[src/rtl/pusher_pkg.sv]
// Shared types and constants for the pusher scheduler slice.
package pusher_pkg;

  localparam int unsigned ITEM_W   = 8;
  localparam logic [ITEM_W-1:0] IDLE_ITEM = '0;
  // Widest requester id supported (NUM_REQ up to 8)
  localparam int unsigned ID_MAX_W = 3;

  function automatic int unsigned req_id_w(input int unsigned n);
    return (n < 2) ? 1 : $clog2(n);
  endfunction

  typedef struct packed {
    logic                valid;
    logic [ID_MAX_W-1:0] id;
  } tag_t;

endpackage

[src/rtl/pusher_arbiter_if.sv]
// Requester, pusher and response signals of the pusher arbiter.
// req_lock exists only when PUSHER_ARB_LOCK_EN is defined.
interface pusher_arbiter_if #(
  parameter int unsigned NUM_REQ = 4
);
  import pusher_pkg::*;

  localparam int unsigned IW = req_id_w(NUM_REQ);

  logic [NUM_REQ-1:0]        req_valid;
  logic [NUM_REQ*ITEM_W-1:0] req_item;
  logic [NUM_REQ-1:0]        req_ready;
`ifdef PUSHER_ARB_LOCK_EN
  logic [NUM_REQ-1:0]        req_lock;
`endif
  logic [ITEM_W-1:0]         push_item;
  logic                      push_valid;
  logic [ITEM_W-1:0]         pusher_out;
  logic                      resp_valid;
  logic [IW-1:0]             resp_id;
  logic [ITEM_W-1:0]         resp_item;
  logic [15:0]               issued_count;

  // Arbiter side
  modport master (
    input  req_valid, req_item, pusher_out,
`ifdef PUSHER_ARB_LOCK_EN
    input  req_lock,
`endif
    output req_ready, push_item, push_valid, resp_valid, resp_id, resp_item, issued_count
  );

  // Requester / pusher environment side
  modport slave (
    output req_valid, req_item, pusher_out,
`ifdef PUSHER_ARB_LOCK_EN
    output req_lock,
`endif
    input  req_ready, push_item, push_valid, resp_valid, resp_id, resp_item, issued_count
  );

endinterface

[src/rtl/pusher_arbiter_rr_select.sv]
// Combinational round-robin pick: first set valid bit after ptr, wrapping.
module rr_select
  import pusher_pkg::*;
#(
  parameter  int unsigned N  = 4,
  localparam int unsigned IW = req_id_w(N)
) (
  input  logic [N-1:0]  valid,
  input  logic [IW-1:0] ptr,
  output logic [N-1:0]  onehot,
  output logic [IW-1:0] idx,
  output logic          any
);

  always_comb begin
    int unsigned c;
    onehot = '0;
    idx    = '0;
    any    = 1'b0;
    c      = 0;
    for (int unsigned k = 1; k <= N; k++) begin
      c = (32'(ptr) + k) % N;
      if (!any && valid[c]) begin
        any       = 1'b1;
        idx       = IW'(c);
        onehot[c] = 1'b1;
      end
    end
  end

endmodule

[src/rtl/pusher_arbiter.sv]
// Round-robin scheduler sharing one pusher stage; tags route responses back.
// Optional macro PUSHER_ARB_LOCK_EN adds req_lock with up to MAX_LOCK repeat grants.
module pusher_arbiter
  import pusher_pkg::*;
#(
  parameter int unsigned NUM_REQ      = 4,
  parameter int unsigned PUSH_LATENCY = 1
`ifdef PUSHER_ARB_LOCK_EN
  ,
  parameter int unsigned MAX_LOCK     = 4
`endif
) (
  input logic               clk,
  input logic               reset,
  pusher_arbiter_if.master  bus
);

  localparam int unsigned IW    = req_id_w(NUM_REQ);
  localparam int unsigned CMP_W = ID_MAX_W + 1;

  logic [IW-1:0]      rr_ptr;
  logic [IW-1:0]      sel_idx;
  logic [IW-1:0]      g;
  logic [NUM_REQ-1:0] sel_onehot;
  logic [NUM_REQ-1:0] grant;
  logic               sel_any;
  logic               xfer;
  logic               lock_hit;
  logic [ITEM_W-1:0]  item_sel;
  logic [ITEM_W-1:0]  push_item_q;
  logic               push_valid_q;
  logic [15:0]        issued_q;
  tag_t [PUSH_LATENCY:0] pipe;

  rr_select #(.N(NUM_REQ)) u_sel (
    .valid  (bus.req_valid),
    .ptr    (rr_ptr),
    .onehot (sel_onehot),
    .idx    (sel_idx),
    .any    (sel_any)
  );

`ifdef PUSHER_ARB_LOCK_EN
  localparam int unsigned CW = $clog2(MAX_LOCK + 1);
  logic [CW-1:0] lock_cnt;

  // Last winner keeps the grant while locked, until it has MAX_LOCK in a row
  assign lock_hit = bus.req_lock[rr_ptr] & bus.req_valid[rr_ptr] & (lock_cnt < CW'(MAX_LOCK));

  always_ff @(posedge clk) begin
    if (reset)         lock_cnt <= '0;
    else if (!xfer)    lock_cnt <= '0;
    else if (lock_hit) lock_cnt <= lock_cnt + CW'(1);
    else               lock_cnt <= CW'(1);
  end
`else
  assign lock_hit = 1'b0;
`endif

  always_comb begin
    grant = sel_onehot;
    g     = sel_idx;
    if (lock_hit) begin
      grant         = '0;
      grant[rr_ptr] = 1'b1;
      g             = rr_ptr;
    end
    if (reset || !(sel_any || lock_hit)) grant = '0;
  end

  assign xfer = |grant;

  always_comb begin
    item_sel = IDLE_ITEM;
    for (int unsigned i = 0; i < NUM_REQ; i++) begin
      if (grant[i]) item_sel = bus.req_item[i*ITEM_W +: ITEM_W];
    end
  end

  always_ff @(posedge clk) begin
    if (reset) begin
      push_item_q  <= IDLE_ITEM;
      push_valid_q <= 1'b0;
      rr_ptr       <= IW'(NUM_REQ - 1);
      issued_q     <= '0;
      pipe         <= '0;
    end else begin
      push_item_q  <= item_sel;
      push_valid_q <= xfer;
      if (xfer) rr_ptr <= g;
      if (xfer && (issued_q != 16'hFFFF)) issued_q <= issued_q + 16'd1;
      pipe[0] <= '{valid: xfer, id: ID_MAX_W'(g)};
      for (int unsigned k = 1; k <= PUSH_LATENCY; k++) pipe[k] <= pipe[k-1];
    end
  end

  assign bus.req_ready    = grant;
  assign bus.push_item    = push_item_q;
  assign bus.push_valid   = push_valid_q;
  assign bus.issued_count = issued_q;
  // An out-of-range id can never be routed, so it never raises resp_valid
  assign bus.resp_valid   = pipe[PUSH_LATENCY].valid &
                            (CMP_W'(pipe[PUSH_LATENCY].id) < CMP_W'(NUM_REQ));
  assign bus.resp_id      = IW'(pipe[PUSH_LATENCY].id);
  assign bus.resp_item    = bus.pusher_out;

endmodule

[src/flat_wrapper.sv]
// flat-port wrapper written by rule: the top's interface ports become plain ports
module pusher_arbiter_flat import pusher_pkg::*;
#(
  parameter int unsigned NUM_REQ      = 4,
  parameter int unsigned PUSH_LATENCY = 1

)
  (clk, reset, bus_req_valid, bus_req_item, bus_pusher_out, bus_req_ready, bus_push_item, bus_push_valid, bus_resp_valid, bus_resp_id, bus_resp_item, bus_issued_count);
  pusher_arbiter_if #(.NUM_REQ(NUM_REQ)) bus_i ();
  input logic clk;
  input logic reset;
  input wire logic [$bits(bus_i.req_valid)-1:0] bus_req_valid;
  input wire logic [$bits(bus_i.req_item)-1:0] bus_req_item;
  input wire logic [$bits(bus_i.pusher_out)-1:0] bus_pusher_out;
  output wire logic [$bits(bus_i.req_ready)-1:0] bus_req_ready;
  output wire logic [$bits(bus_i.push_item)-1:0] bus_push_item;
  output wire logic [$bits(bus_i.push_valid)-1:0] bus_push_valid;
  output wire logic [$bits(bus_i.resp_valid)-1:0] bus_resp_valid;
  output wire logic [$bits(bus_i.resp_id)-1:0] bus_resp_id;
  output wire logic [$bits(bus_i.resp_item)-1:0] bus_resp_item;
  output wire logic [$bits(bus_i.issued_count)-1:0] bus_issued_count;
  assign bus_i.req_valid = bus_req_valid;
  assign bus_i.req_item = bus_req_item;
  assign bus_i.pusher_out = bus_pusher_out;
  assign bus_req_ready = bus_i.req_ready;
  assign bus_push_item = bus_i.push_item;
  assign bus_push_valid = bus_i.push_valid;
  assign bus_resp_valid = bus_i.resp_valid;
  assign bus_resp_id = bus_i.resp_id;
  assign bus_resp_item = bus_i.resp_item;
  assign bus_issued_count = bus_i.issued_count;
  pusher_arbiter #(.NUM_REQ(NUM_REQ), .PUSH_LATENCY(PUSH_LATENCY)) u_core (.clk(clk), .reset(reset), .bus(bus_i));
endmodule
[config.mk]
export PLATFORM = sky130hd
export DESIGN_NAME = pusher_arbiter_flat
export DESIGN_NICKNAME = d
export VERILOG_FILES = /design/src/rtl/pusher_pkg.sv /design/src/rtl/pusher_arbiter_if.sv /design/src/rtl/pusher_arbiter_rr_select.sv /design/src/rtl/pusher_arbiter.sv /design/src/flat_wrapper.sv
export SDC_FILE = /design/constraint.sdc
export NUM_CORES = 1
export LEC_CHECK = 0
export CORE_MARGIN = 3
export CORE_UTILIZATION = 29
export DETAILED_ROUTE_END_ITERATION = 8
export PLACE_DENSITY = 0.66
export SKIP_CTS_REPAIR_TIMING = 1
export SKIP_LAST_GASP = 1
export SYNTH_ARGS = -nofsm -noshare
export SYNTH_HDL_FRONTEND = slang
export SYNTH_HIERARCHICAL = 1
export SYNTH_SLANG_ARGS = --single-unit
[constraint.sdc]
create_clock -name clk -period 5.2 [get_ports clk]
set_clock_uncertainty 0.05 [all_clocks]
set_input_delay 1.04 -clock clk [delete_from_list [all_inputs] [get_ports clk]]
set_output_delay 1.04 -clock clk [all_outputs]
set_load 0.02 [all_outputs]
* After elaboration in Yosys (flattened, before gate mapping)
Cells that the tools add are included.
** Storage, ports and cells
- Flip-flop bits (word level) :: 34
- Input bits :: 46
** Cells by class
- Equal/unequal tests :: 1
- Add/sub/neg operators :: 5
- Bitwise operators :: 4
- Reductions and logical operators :: 14
- Mux-type cells :: 33
- Magnitude comparators :: 9
** Operators with widths (number)
- 2-to-1 mux 8 bit :: 4
- 2-to-1 mux 4 bit :: 5
- adder 16 x 1 -> 16 bit, second input constant :: 1
- != test 16 bit, second input constant :: 1
- < comparator 2 x 3 -> 1 bit, second input constant :: 4
- 2-to-1 mux 1 bit :: 12
- bitwise OR 4 bit :: 3
- binary-select mux 1 bit (select 2 bit) :: 4
- demux 1 bit (select 2 bit) :: 4
- greater-or-equal comparator 2 x 1 -> 1 bit, second input constant :: 4
- logical AND 1 bit :: 8
- 2-to-1 mux 2 bit :: 4
- adder 2 x 1 -> 2 bit, second input constant :: 2
- adder 2 bit, second input constant :: 2
- zero test 1 bit :: 4
- OR reduction 4 bit :: 1
- < comparator 3 bit, second input constant :: 1
- AND 1 bit :: 1
- logical OR 1 bit :: 1

* Longest topological paths before layout
Gate-level depths: netlist of run 1.
- Depth in word-level cells :: 20
- Depth in mapped cells :: 15
- Gate-level depth less buffers :: 11

* Cells and area by module
The synthesis of run 1 kept the hierarchy.
** By module, submodules not included
- pusher_arbiter :: cells each 169, times used 1, area each 1600.3 µm², seq. area each 640.6 µm²
- rr_select :: cells each 86, times used 1, area each 629.4 µm², seq. area each 0.0 µm²

* Worst setup path after synthesis of run 1
Ideal clock, no wire load.
- Kind :: input port to output port
- From :: input bus_req_valid[1]
- To :: output bus_req_ready[1]
- Data required time :: 4.110 ns
- Path buffers :: 2
- Setup slack :: 1.295 ns
- Stages on the path :: 7
- Arrival time :: 2.815 ns
- Path through :: buf_2 -> mux4_2 -> or3_1 -> a21oi_1 -> a2111o_1 -> and2_1 -> clkbuf_1
** Between the ends
- Elaborated cells between the ends (all ways) :: 28
- Classes of those cells :: mux: 17; bitwise: 3; reduce/logical: 8
** RTL lines
- start: declaration :: RTL line flat_wrapper.sv:12 : input wire logic [$bits(bus_i.req_valid)-1:0] bus_req_valid;
- binary-select mux 1 bit (select 2 bit) :: RTL line pusher_arbiter_rr_select.sv:23 : if (!any && valid[c]) begin
- 2-to-1 mux 1 bit (implied by the code) :: RTL line pusher_arbiter_rr_select.sv:23
- 2-to-1 mux 1 bit :: RTL line pusher_arbiter_rr_select.sv:23
- zero test 1 bit :: RTL line pusher_arbiter_rr_select.sv:23
- logical AND 1 bit :: RTL line pusher_arbiter_rr_select.sv:23
- 2-to-1 mux 1 bit :: RTL line pusher_arbiter_rr_select.sv:23
- zero test 1 bit :: RTL line pusher_arbiter_rr_select.sv:23
- logical AND 1 bit :: RTL line pusher_arbiter_rr_select.sv:23
- 2-to-1 mux 1 bit :: RTL line pusher_arbiter_rr_select.sv:23
- zero test 1 bit :: RTL line pusher_arbiter_rr_select.sv:23
- logical AND 1 bit :: RTL line pusher_arbiter_rr_select.sv:23
- 2-to-1 mux 4 bit * :: RTL line pusher_arbiter_rr_select.sv:23
- net u_core.sel_onehot[1] :: RTL line pusher_arbiter.sv:24 : logic [NUM_REQ-1:0] sel_onehot;
- 2-to-1 mux 4 bit * :: RTL line pusher_arbiter.sv:68 : if (reset || !(sel_any || lock_hit)) grant = '0;
- end: declaration :: RTL line flat_wrapper.sv:15 : output wire logic [$bits(bus_i.req_ready)-1:0] bus_req_ready;
Mark *: on every way through the listed nets, which the timed path passes. The rest lies on a longest branch. The select of a mux whose other input is x is not followed.

* Worst setup path in the final report of run 1
- From :: input bus_req_valid[3]
- To :: output bus_req_ready[3]
The elaborated chain is that of the path after synthesis.

==> results of run 1 <==
==> layer usage <==
layer  vias up  GRT usage  routed length (microns)
li1       1098          -                        -
met1      1016      0.172                     2870
met2       101      0.212                     2680
met3         8     0.0393                      548
met4         0     0.0301                       42
met5         -          0                        0
==> worst max path at each step <==
stage	start	to	slack (ps)	cells past startpoint
floorplan	bus_req_valid[1]	bus_req_ready[1]	1300	7
global placement	bus_req_valid[1]	bus_req_ready[3]	500	8
detailed placement	bus_req_valid[3]	bus_req_ready[3]	440	8
CTS	bus_req_valid[3]	bus_req_ready[3]	430	8
global route	bus_req_valid[3]	bus_req_ready[3]	260	8
finish	bus_req_valid[3]	bus_req_ready[3]	470	8
==> power breakdown <==
| part | switching (mW) | internal [mW] | total, mW | leakage (nW) |
|---|---|---|---|---|
| clock | 0.102 | 0.0947 | 0.197 | 0.0404 |
| combinational | 0.361 | 0.277 | 0.639 | 0.776 |
| sequential | 0.0268 | 0.295 | 0.322 | 0.262 |
==> registers in the layout, summed over array words and instances, names as in the netlist <==
signal and flops:
u_core/bus.issued_count 16, u_core/bus.push_item 8, u_core/pipe 4, u_core/bus.resp_id 2
u_core/rr_ptr 2
==> cell type report <==
cell class              instances  area, sq um  area share
well taps                      99          124      0.0411
multi-input cells             185         1350       0.450
clock buffers                   5         68.8      0.0229
inverters                      13         48.8      0.0162
clock inverters                 3         23.8     0.00790
flip-flops and latches         32          641       0.213
repair buffers                 77          751       0.249
==> cell usage after synthesis, drive strengths merged, types with 7 or more instances <==
library cell | n | area [sq um]
nor2b | 7 | 43.8
o22ai | 8 | 50.1
ha | 9 | 113
nand4 | 11 | 83.8
nor2 | 16 | 60.1
or4 | 10 | 78.8
inv | 13 | 48.8
nand2 | 17 | 73.8
buf | 18 | 159
dfxtp | 32 | 641
a21oi | 15 | 78.8
nand3 | 9 | 45.0
a221oi | 9 | 78.8
o31ai | 11 | 82.6
clkbuf | 7 | 27.5
==> worst register-to-register path, delay by kind of cell, from the launching register on <==
| family | cells | cell delay, ps |
|---|---|---|
| and+or+nand+nor | 4 | 1400 |
| DFF | 1 | 590 |
| adders and majority gates | 1 | 550 |
| AOI/OAI and AO/OA | 2 | 500 |
| buffers and inverters | 2 | 470 |
| muxes | 1 | 300 |
==> cells by family after synthesis <==
logic type	after synthesis	synth area share
compound gates	72	0.235
fa+ha+maj	9	0.0505
buf+inv	38	0.105
flops	32	0.287
mux	8	0.0522
simple gates	96	0.269
==> through the flow <==
step | power [mW] | utilization | instances | setup slack [ps]
floorplan | 0.804 | - | 255 | 1300
global placement | 0.962 | 0.396 | 406 | 498
detailed placement | 0.963 | 0.396 | 406 | 438
CTS | 1.17 | 0.408 | 414 | 431
global route | 1.24 | 0.408 | 414 | 262
finish | 1.16 | 0.408 | 414 | 466
==> results.py, run 1 <==
metrics = {
    "worst_setup_path": {
        "element_type_at_the_critical_path_start": "input pin",
        "cp-end-kind": "primary output",
        "worst_ep_required_time_ps": 4110,
        "worst_ep_arrival_time_ps": 3640,
        "crit_type": "in -> out",
        "timing.critical_path.buf_inv": 3,
        "timing.reg2reg.worst_path_depth": 10,
        "cpLargestDelayFamily": "buffers and inverters",
        "critPathMostFrequentCell": "sky130_fd_sc_hd__clkdlybuf4s50_1",
        "timing.critical_path.cells": "clkdlybuf4s50_1 > mux4_2 > or3_1 > a21oi_1 > a2111o_1 > nand3b_1 > inv_1 > clkdlybuf4s50_1",
        "rrSetupSlack_ps": 1240,
        "cpPeakStageDelay_ps": 620,
        "timing.rr.start": "u_core/rr_ptr[1]$_SDFFE_PP1P_",
        "reg2reg_to": "u_core/bus.issued_count[10]$_SDFFE_PP0P_",
        "timing.critical_path.slowest_stage_cell": "sky130_fd_sc_hd__mux4_2",
        "critPathMaxFanout": 16,
    },
    "timing": {
        "final_max_slew_viol_count": 0,
        "layout_min_cycle_time_ps": 4730,
        "worst-slew-pin-transition_ps": 781,
        "max_freq_ghz": 0.211,
        "worst_slew_margin_rel": 0.476,
        "hold_viol_final": 0,
        "totalNegativeSetupSlack_ps": 0,
        "grt_setup_unrepaired": "false",
        "timing.final.crit_share": 0.910,
        "total_setup_violations_reported_at_the_end_of_the_flow": 0,
        "hold_slack_ps": 412,
    },
    "drt": {
        "totalWireLength_mm": 6.13,
        "detailroute.via_count": 2223,
        "detail-route-antenna-nets": 0,
        "wl_per_cell_microns": 14.8,
        "drt-initial-drc-count": 94,
        "detailedRoute.firstPassIterationCount": 5,
        "post-route-drc-count": 0,
        "detail_route.vias_per_cell": 5.37,
    },
    "cells_and_area": {
        "flow.area_growth_from_synthesis_pct": 35.0,
        "mostFrequentLayoutCells": "sky130_fd_sc_hd__clkdlybuf4s50_1 (69), sky130_fd_sc_hd__dfxtp_1 (32), sky130_fd_sc_hd__nor2_1 (16)",
        "fin_area_sq_um": 3010,
        "final_common_cell": "sky130_fd_sc_hd__clkdlybuf4s50_1",
        "drive_gt1_frac": 0.102,
        "fill_cells": 748,
        "design.final.nets": 369,
        "insertedDiodeCount": 0,
    },
    "synthesis": {
        "yosys_register_bits": 32,
        "synth_enable_flop_cells": 0,
        "async_reset_ff_frac": 0,
        "synth.cell_area_sq_um": 2230,
        "synth_net_count": 310,
        "mapped_avg_cell_area_sq_um": 8.74,
        "synth_flop_cell": "sky130_fd_sc_hd__dfxtp_1",
        "yosysWarningCount": 6,
        "synth_cells": 255,
        "cell_variety_after_synth": 55,
        "synth.yosys.seq_area_share": 0.287,
    },
    "floorplanning": {
        "starting_density_of_the_core": 0.303,
        "floorplan.die.width_microns": 93.7,
        "die_area_sq_um": 8780,
        "floorplan.core_area_sq_um": 7370,
        "core.rowCount": 31,
        "die_h_microns": 93.7,
        "top_level_ports": 86,
    },
    "clock_network": {
        "clk_latency_ps": 290,
        "cts_buffer_depth": 2,
        "cts_made_buffers": 5,
        "worst_setup_hold_path_clk_slew_ps": 70,
        "htree_levels": 2,
        "tritoncts_clock_tree": "built",
        "ctsRootBufferMaster": "sky130_fd_sc_hd__clkbuf_8",
        "clock_sinks": 32,
    },
    "placed_design": {
        "dpl_cell_area_sq_um": 2920,
        "gp_congestion": 0.871,
        "numPortBuffers": 69,
        "detailedPlacementHpwl_mm": 4.34,
    },
    "global_routing": {
        "globalRouteOverflowTotal": 0,
        "pin_count_of_the_biggest_net_entering_global_routing": 25,
        "grt_antenna_before_repair": 0,
        "first_global_vias": 2014,
        "global_route_wire_length_before_repair_mm": 9.50,
        "groute.usage.overall": 0.131,
    },
    "pwr": {
        "power-per-cell-area_nw_per_um2": 385,
        "irDropWorstVdd_mv": 0.154,
        "leakage_nw": 1.08,
    },
    "hold_path": {
        "worst_hold_path.endpoint": "u_core/bus.resp_id[0]$_SDFF_PP0_",
        "hp-class": "reg -> reg",
        "holdPathStages": 1,
        "hp-start": "u_core/pipe[0]$_SDFF_PP0_",
    },
    "run": {
        "max_cap_violations": 0,
    },
    "run_status": {
        "result_of_the_run": "finished clean",
    },
}
Power figures use the tool's default switching activity.
==> inputs of run 2 (changes only) <==
--- a/config.mk
+++ b/config.mk
@@ -7,8 +7,10 @@
 export LEC_CHECK = 0
 export CORE_MARGIN = 3
 export CORE_UTILIZATION = 29
+export CTS_CLUSTER_DIAMETER = 50
 export DETAILED_ROUTE_END_ITERATION = 8
-export PLACE_DENSITY = 0.66
+export DONT_BUFFER_PORTS = 1
+export PLACE_DENSITY = 0.52
 export SKIP_CTS_REPAIR_TIMING = 1
 export SKIP_LAST_GASP = 1
 export SYNTH_ARGS = -nofsm -noshare
==> run 2 against run 1 <==
Net effect: sequential share of layout area increased by 7.0 points; sequential power grew 15%; setup slack better by 480 ps; total power shrank 10%; critical path depth stayed put; first-iteration DRC count up 21%; clock power up 5%; critical endpoint unchanged; maximum frequency increased by 11%; utilization fell by 10 points; flip-flop and latch count stayed put; critical path type is now reg -> out; non-clock buffer count decreased by 76; final area decreased by 25%.
==> results.py, run 2 (synthesis gave the netlist of run 1 again) <==
metrics = {
    "clock_network": {
        "ctsRootBufferMaster": "sky130_fd_sc_hd__clkbuf_8",
        "tritoncts_clock_tree": "built",
        "cts_made_buffers": 5,
        "clk_latency_ps": 280,
        "clock_sinks": 32,
        "htree_levels": 2,
        "worst_setup_hold_path_clk_slew_ps": 70,
        "cts_buffer_depth": 2,
    },
    "timing": {
        "grt_setup_unrepaired": "false",
        "total_setup_violations_reported_at_the_end_of_the_flow": 0,
        "hold_viol_final": 0,
        "timing.final.crit_share": 0.818,
        "worst-slew-pin-transition_ps": 764,
        "totalNegativeSetupSlack_ps": 0,
        "max_freq_ghz": 0.235,
        "worst_slew_margin_rel": 0.487,
        "final_max_slew_viol_count": 0,
        "layout_min_cycle_time_ps": 4250,
    },
    "worst_setup_path": {
        "timing.rr.start": "u_core/rr_ptr[1]$_SDFFE_PP1P_",
        "element_type_at_the_critical_path_start": "flip-flop",
        "crit_type": "reg -> out",
        "worst_ep_arrival_time_ps": 3160,
        "rrSetupSlack_ps": 1390,
        "cp-end-kind": "primary output",
        "reg2reg_to": "u_core/bus.issued_count[10]$_SDFFE_PP0P_",
        "critPathMaxFanout": 11,
        "worst_ep_required_time_ps": 4110,
        "timing.reg2reg.worst_path_depth": 10,
    },
    "floorplanning": {
        "top_level_ports": 86,
        "die_h_microns": 93.7,
        "starting_density_of_the_core": 0.303,
        "floorplan.core_area_sq_um": 7370,
        "die_area_sq_um": 8780,
        "core.rowCount": 31,
        "floorplan.die.width_microns": 93.7,
    },
    "global_routing": {
        "globalRouteOverflowTotal": 0,
        "groute.usage.overall": 0.126,
        "grt_antenna_before_repair": 0,
        "first_global_vias": 1760,
        "pin_count_of_the_biggest_net_entering_global_routing": 25,
        "global_route_wire_length_before_repair_mm": 8.93,
    },
    "placed_design": {
        "gp_congestion": 0.793,
        "numPortBuffers": 0,
        "dpl_cell_area_sq_um": 2170,
        "detailedPlacementHpwl_mm": 4.16,
    },
    "cells_and_area": {
        "largest_register_ffs": 16,
        "mostFrequentLayoutCells": "sky130_fd_sc_hd__dfxtp_1 (32), sky130_fd_sc_hd__nor2_1 (16), sky130_fd_sc_hd__nand2_1 (15)",
        "design.final.nets": 293,
        "fin_area_sq_um": 2270,
        "final_common_cell": "sky130_fd_sc_hd__dfxtp_1",
        "flow.area_growth_from_synthesis_pct": 1.74,
        "drive_gt1_frac": 0.100,
        "fill_cells": 778,
        "insertedDiodeCount": 0,
    },
    "drt": {
        "detail_route.vias_per_cell": 5.80,
        "post-route-drc-count": 0,
        "totalWireLength_mm": 5.60,
        "detail-route-antenna-nets": 0,
        "wl_per_cell_microns": 16.6,
        "detailroute.via_count": 1961,
        "detailedRoute.firstPassIterationCount": 4,
        "drt-initial-drc-count": 114,
    },
    "hold_path": {
        "holdPathStages": 1,
        "hp-start": "u_core/pipe[0]$_SDFF_PP0_",
        "worst_hold_path.endpoint": "u_core/bus.resp_id[0]$_SDFF_PP0_",
        "hp-class": "reg -> reg",
    },
    "pwr": {
        "power-per-cell-area_nw_per_um2": 458,
        "leakage_nw": 0.792,
        "irDropWorstVdd_mv": 0.132,
    },
    "run": {
        "max_cap_violations": 0,
    },
    "run_status": {
        "result_of_the_run": "finished clean",
    },
}
[run 2: worst max path at each step]
| stage | start | endpoint | slack [ps] | cells past startpoint |
|---|---|---|---|---|
| 2_1_floorplan | bus_req_valid[1] | bus_req_ready[1] | 1300 | 7 |
| 3_3_place_gp | bus_req_valid[1] | bus_req_ready[3] | 1230 | 6 |
| 3_5_place_dp | bus_req_valid[1] | bus_req_ready[3] | 1190 | 6 |
| 4_1_cts | u_core/rr_ptr[1]$_SDFFE_PP1P_ | bus_req_ready[3] | 950 | 8 |
| 5_1_grt | u_core/rr_ptr[1]$_SDFFE_PP1P_ | bus_req_ready[3] | 580 | 8 |
| 6_report | u_core/rr_ptr[1]$_SDFFE_PP1P_ | bus_req_ready[3] | 950 | 8 |
[run 2: stage by stage]
step                power [mW]  hold WS [ps]  std cells  utilization  setup slack [ps]
floorplan                0.804           364        255            -              1300
global route              1.12           423        338        0.308               581
global placement         0.838           383        330        0.295              1230
detailed placement       0.836           394        330        0.295              1190
finish                    1.04           408        338        0.308               946
CTS                       1.05           413        338        0.308               953
[run 2: area by class of cell]
class,instances,area (sq um),share of cell area
Tap cell,99,124,0.0546
Timing Repair Buffer,1,7.51,0.00331
Clock buffer,7,86.3,0.0381
Sequential cell,32,641,0.282
Inverter,13,48.8,0.0215
Clock inverter,1,7.51,0.00331
Multi-Input combinational cell,185,1350,0.597
[run 2: worst max-delay path, cell delays in order (launching register included)]
cell                       delay, ps
sky130_fd_sc_hd__dfxtp_1         550
sky130_fd_sc_hd__inv_1           210
sky130_fd_sc_hd__ha_1            530
sky130_fd_sc_hd__inv_1           200
sky130_fd_sc_hd__a31oi_1         360
sky130_fd_sc_hd__o31ai_1         110
sky130_fd_sc_hd__a2111o_1        410
sky130_fd_sc_hd__nand3b_1        310
sky130_fd_sc_hd__inv_1           200
[run 2: power by group]
part           internal (mW)  switching, mW  total (mW)  leakage, nW
Clock                  0.108         0.0982       0.206       0.0445
Sequential             0.296         0.0740       0.370        0.262
Combinational          0.174          0.289       0.463        0.486
[run 2: metal layers]
layer	vias to the layer above	GRT usage	part of all wire
met2	87	0.200	0.44
met4	0	0.0349	0.0098
met5	-	0	0
met3	7	0.0449	0.11
met1	916	0.162	0.44
li1	951	-	-
==> inputs of run 3 (changes only) <==
--- a/config.mk
+++ b/config.mk
@@ -10,7 +10,7 @@
 export CTS_CLUSTER_DIAMETER = 50
 export DETAILED_ROUTE_END_ITERATION = 8
 export DONT_BUFFER_PORTS = 1
-export PLACE_DENSITY = 0.52
+export PLACE_DENSITY = 0.53
 export SKIP_CTS_REPAIR_TIMING = 1
 export SKIP_LAST_GASP = 1
 export SYNTH_ARGS = -nofsm -noshare
==> constraint.sdc (replaced) <==
create_clock -name clk -period 3.8 [get_ports clk]
set_clock_uncertainty 0.05 [all_clocks]
set_input_delay 0.76 -clock clk [delete_from_list [all_inputs] [get_ports clk]]
set_output_delay 0.76 -clock clk [all_outputs]
set_load 0.02 [all_outputs]
==> run 3 against run 2 <==
Net effect: sequential share of layout area is 0.19 points lower; flip-flop and latch count stayed put; critical path depth is 2 lower; cell count is 0.59% higher; routed wire length is 1.8% higher; clock-buffer cell count stayed put; largest power group unchanged; highest routed layer unchanged.
==> results.py, run 3 (synthesis gave the netlist of run 1 again) <==
metrics = {
    "pwr": {
        "switchingPower_uw": 620,
        "irDropWorstVdd_mv": 0.182,
        "internal_pwr_total_uw": 797,
        "swShare": 0.437,
        "power-per-cell-area_nw_per_um2": 621,
        "leakage_nw": 0.800,
        "power.combinational.fraction": 0.455,
        "p_total_mw": 1.42,
        "power.share.clock": 0.194,
        "power.sequential.fraction": 0.351,
    },
    "worst_setup_path": {
        "critPathMaxFanout": 20,
        "worst_ep_arrival_time_ps": 2730,
        "crit_type": "reg -> out",
        "element_type_at_the_critical_path_start": "flip-flop",
        "worst_ep_required_time_ps": 2990,
        "timing.reg2reg.worst_path_depth": 10,
        "cp-end-kind": "primary output",
    },
    "hold_path": {
        "holdPathStages": 1,
        "hp-class": "reg -> reg",
    },
    "clock_network": {
        "ctsRootBufferMaster": "sky130_fd_sc_hd__clkbuf_8",
        "clock_sinks": 32,
        "cts_made_buffers": 5,
        "cts_buffer_depth": 2,
        "worst_setup_hold_path_clk_slew_ps": 60,
        "tritoncts_clock_tree": "built",
        "clk_latency_ps": 280,
        "htree_levels": 2,
    },
    "placed_design": {
        "numPortBuffers": 0,
        "detailedPlacementHpwl_mm": 4.16,
        "gp_congestion": 0.842,
    },
    "cells_and_area": {
        "drive_gt1_frac": 0.108,
        "final_common_cell": "sky130_fd_sc_hd__dfxtp_1",
        "largest_register_ffs": 16,
        "flow.area_growth_from_synthesis_pct": 2.41,
        "mostFrequentLayoutCells": "sky130_fd_sc_hd__dfxtp_1 (32), sky130_fd_sc_hd__nor2_1 (16), sky130_fd_sc_hd__nand2_1 (15)",
        "design.final.nets": 295,
        "insertedDiodeCount": 0,
    },
    "floorplanning": {
        "floorplan.core_area_sq_um": 7370,
        "top_level_ports": 86,
        "die_h_microns": 93.7,
        "die_area_sq_um": 8780,
        "core.rowCount": 31,
        "floorplan.die.width_microns": 93.7,
        "starting_density_of_the_core": 0.303,
    },
    "run": {
        "max_cap_violations": 0,
    },
    "global_routing": {
        "pin_count_of_the_biggest_net_entering_global_routing": 25,
        "first_global_vias": 1833,
        "grt_antenna_before_repair": 0,
        "global_route_wire_length_before_repair_mm": 8.86,
        "globalRouteOverflowTotal": 0,
        "groute.usage.overall": 0.125,
    },
    "drt": {
        "highest_layer": "met4",
        "wl_met1_mm": 2.54,
        "wl_per_cell_microns": 16.8,
        "totalWireLength_mm": 5.70,
        "detail_route.vias_per_cell": 5.72,
        "post-route-drc-count": 0,
        "wl_met2_mm": 2.57,
        "detailedRoute.firstPassIterationCount": 4,
        "detail-route-antenna-nets": 0,
        "drt-initial-drc-count": 51,
        "detailroute.via_count": 1944,
        "detailed_route_wirelength_on_metal3_microns": 540,
    },
    "timing": {
        "final_max_slew_viol_count": 0,
        "grt_setup_unrepaired": "false",
        "layout_min_cycle_time_ps": 3540,
        "timing.final.crit_share": 0.931,
        "totalNegativeSetupSlack_ps": 0,
        "max_freq_ghz": 0.283,
        "total_setup_violations_reported_at_the_end_of_the_flow": 0,
        "worst-slew-pin-transition_ps": 787,
        "hold_viol_final": 0,
        "worst_slew_margin_rel": 0.471,
    },
    "run_status": {
        "result_of_the_run": "finished clean",
    },
}
[run 3: per-layer routing]
metal  vias up  global-route usage
met4         0              0.0481
met3         4              0.0425
met2        82               0.201
li1        952                   -
met1       906               0.153
met5         -                   0
[run 3: worst max-delay path, stage by stage, from the launching register on]
cell	delay, ps
sky130_fd_sc_hd__dfxtp_1	320
sky130_fd_sc_hd__buf_4	250
sky130_fd_sc_hd__mux4_2	690
sky130_fd_sc_hd__or3_1	390
sky130_fd_sc_hd__a21oi_1	170
sky130_fd_sc_hd__a2111o_1	170
sky130_fd_sc_hd__and2_1	460
[run 3: worst paths after layout]
path,startpoint,end,slack (ps)
worst max-delay path,u_core/rr_ptr[0]$_SDFFE_PP1P_,bus_req_ready[1],260
worst min-delay path,u_core/pipe[1]$_SDFF_PP0_,u_core/bus.resp_id[1]$_SDFF_PP0_,400
worst max register to register,u_core/rr_ptr[1]$_SDFFE_PP1P_,u_core/bus.issued_count[14]$_SDFFE_PP0P_,350
worst min register to register,u_core/pipe[1]$_SDFF_PP0_,u_core/bus.resp_id[1]$_SDFF_PP0_,400
[run 3: cell type report]
| cell class | instances | area [sq um] |
|---|---|---|
| Clock buffer | 7 | 86.3 |
| Clock inverter | 1 | 7.51 |
| Fill cell | 805 | 5090 |
| Inverter | 13 | 48.8 |
| Multi-Input combinational cell | 185 | 1350 |
| Sequential cell | 32 | 641 |
| Tap cell | 99 | 124 |
| Timing Repair Buffer | 3 | 22.5 |
[run 3: power groups by stage]
| stage | Combinational [mW] | Clock [mW] | Sequential, mW |
|---|---|---|---|
| global route | 0.722 | 0.305 | 0.506 |
| CTS | 0.645 | 0.286 | 0.499 |
| global placement | 0.637 | 0 | 0.507 |
| finish | 0.645 | 0.275 | 0.497 |
| detailed placement | 0.640 | 0 | 0.506 |
| floorplan | 0.599 | 0 | 0.501 |
[run 3: metrics by stage]
step	std cells	hold WS, ps	area [sq um]	util	worst slack [ps]
6_report	340	399	2280	0.310	261
5_1_grt	340	409	2280	0.310	53.2
4_1_cts	340	404	2280	0.310	257
3_5_place_dp	332	392	2190	0.297	317
3_3_place_gp	332	375	2190	0.297	361
2_1_floorplan	255	364	2230	-	161
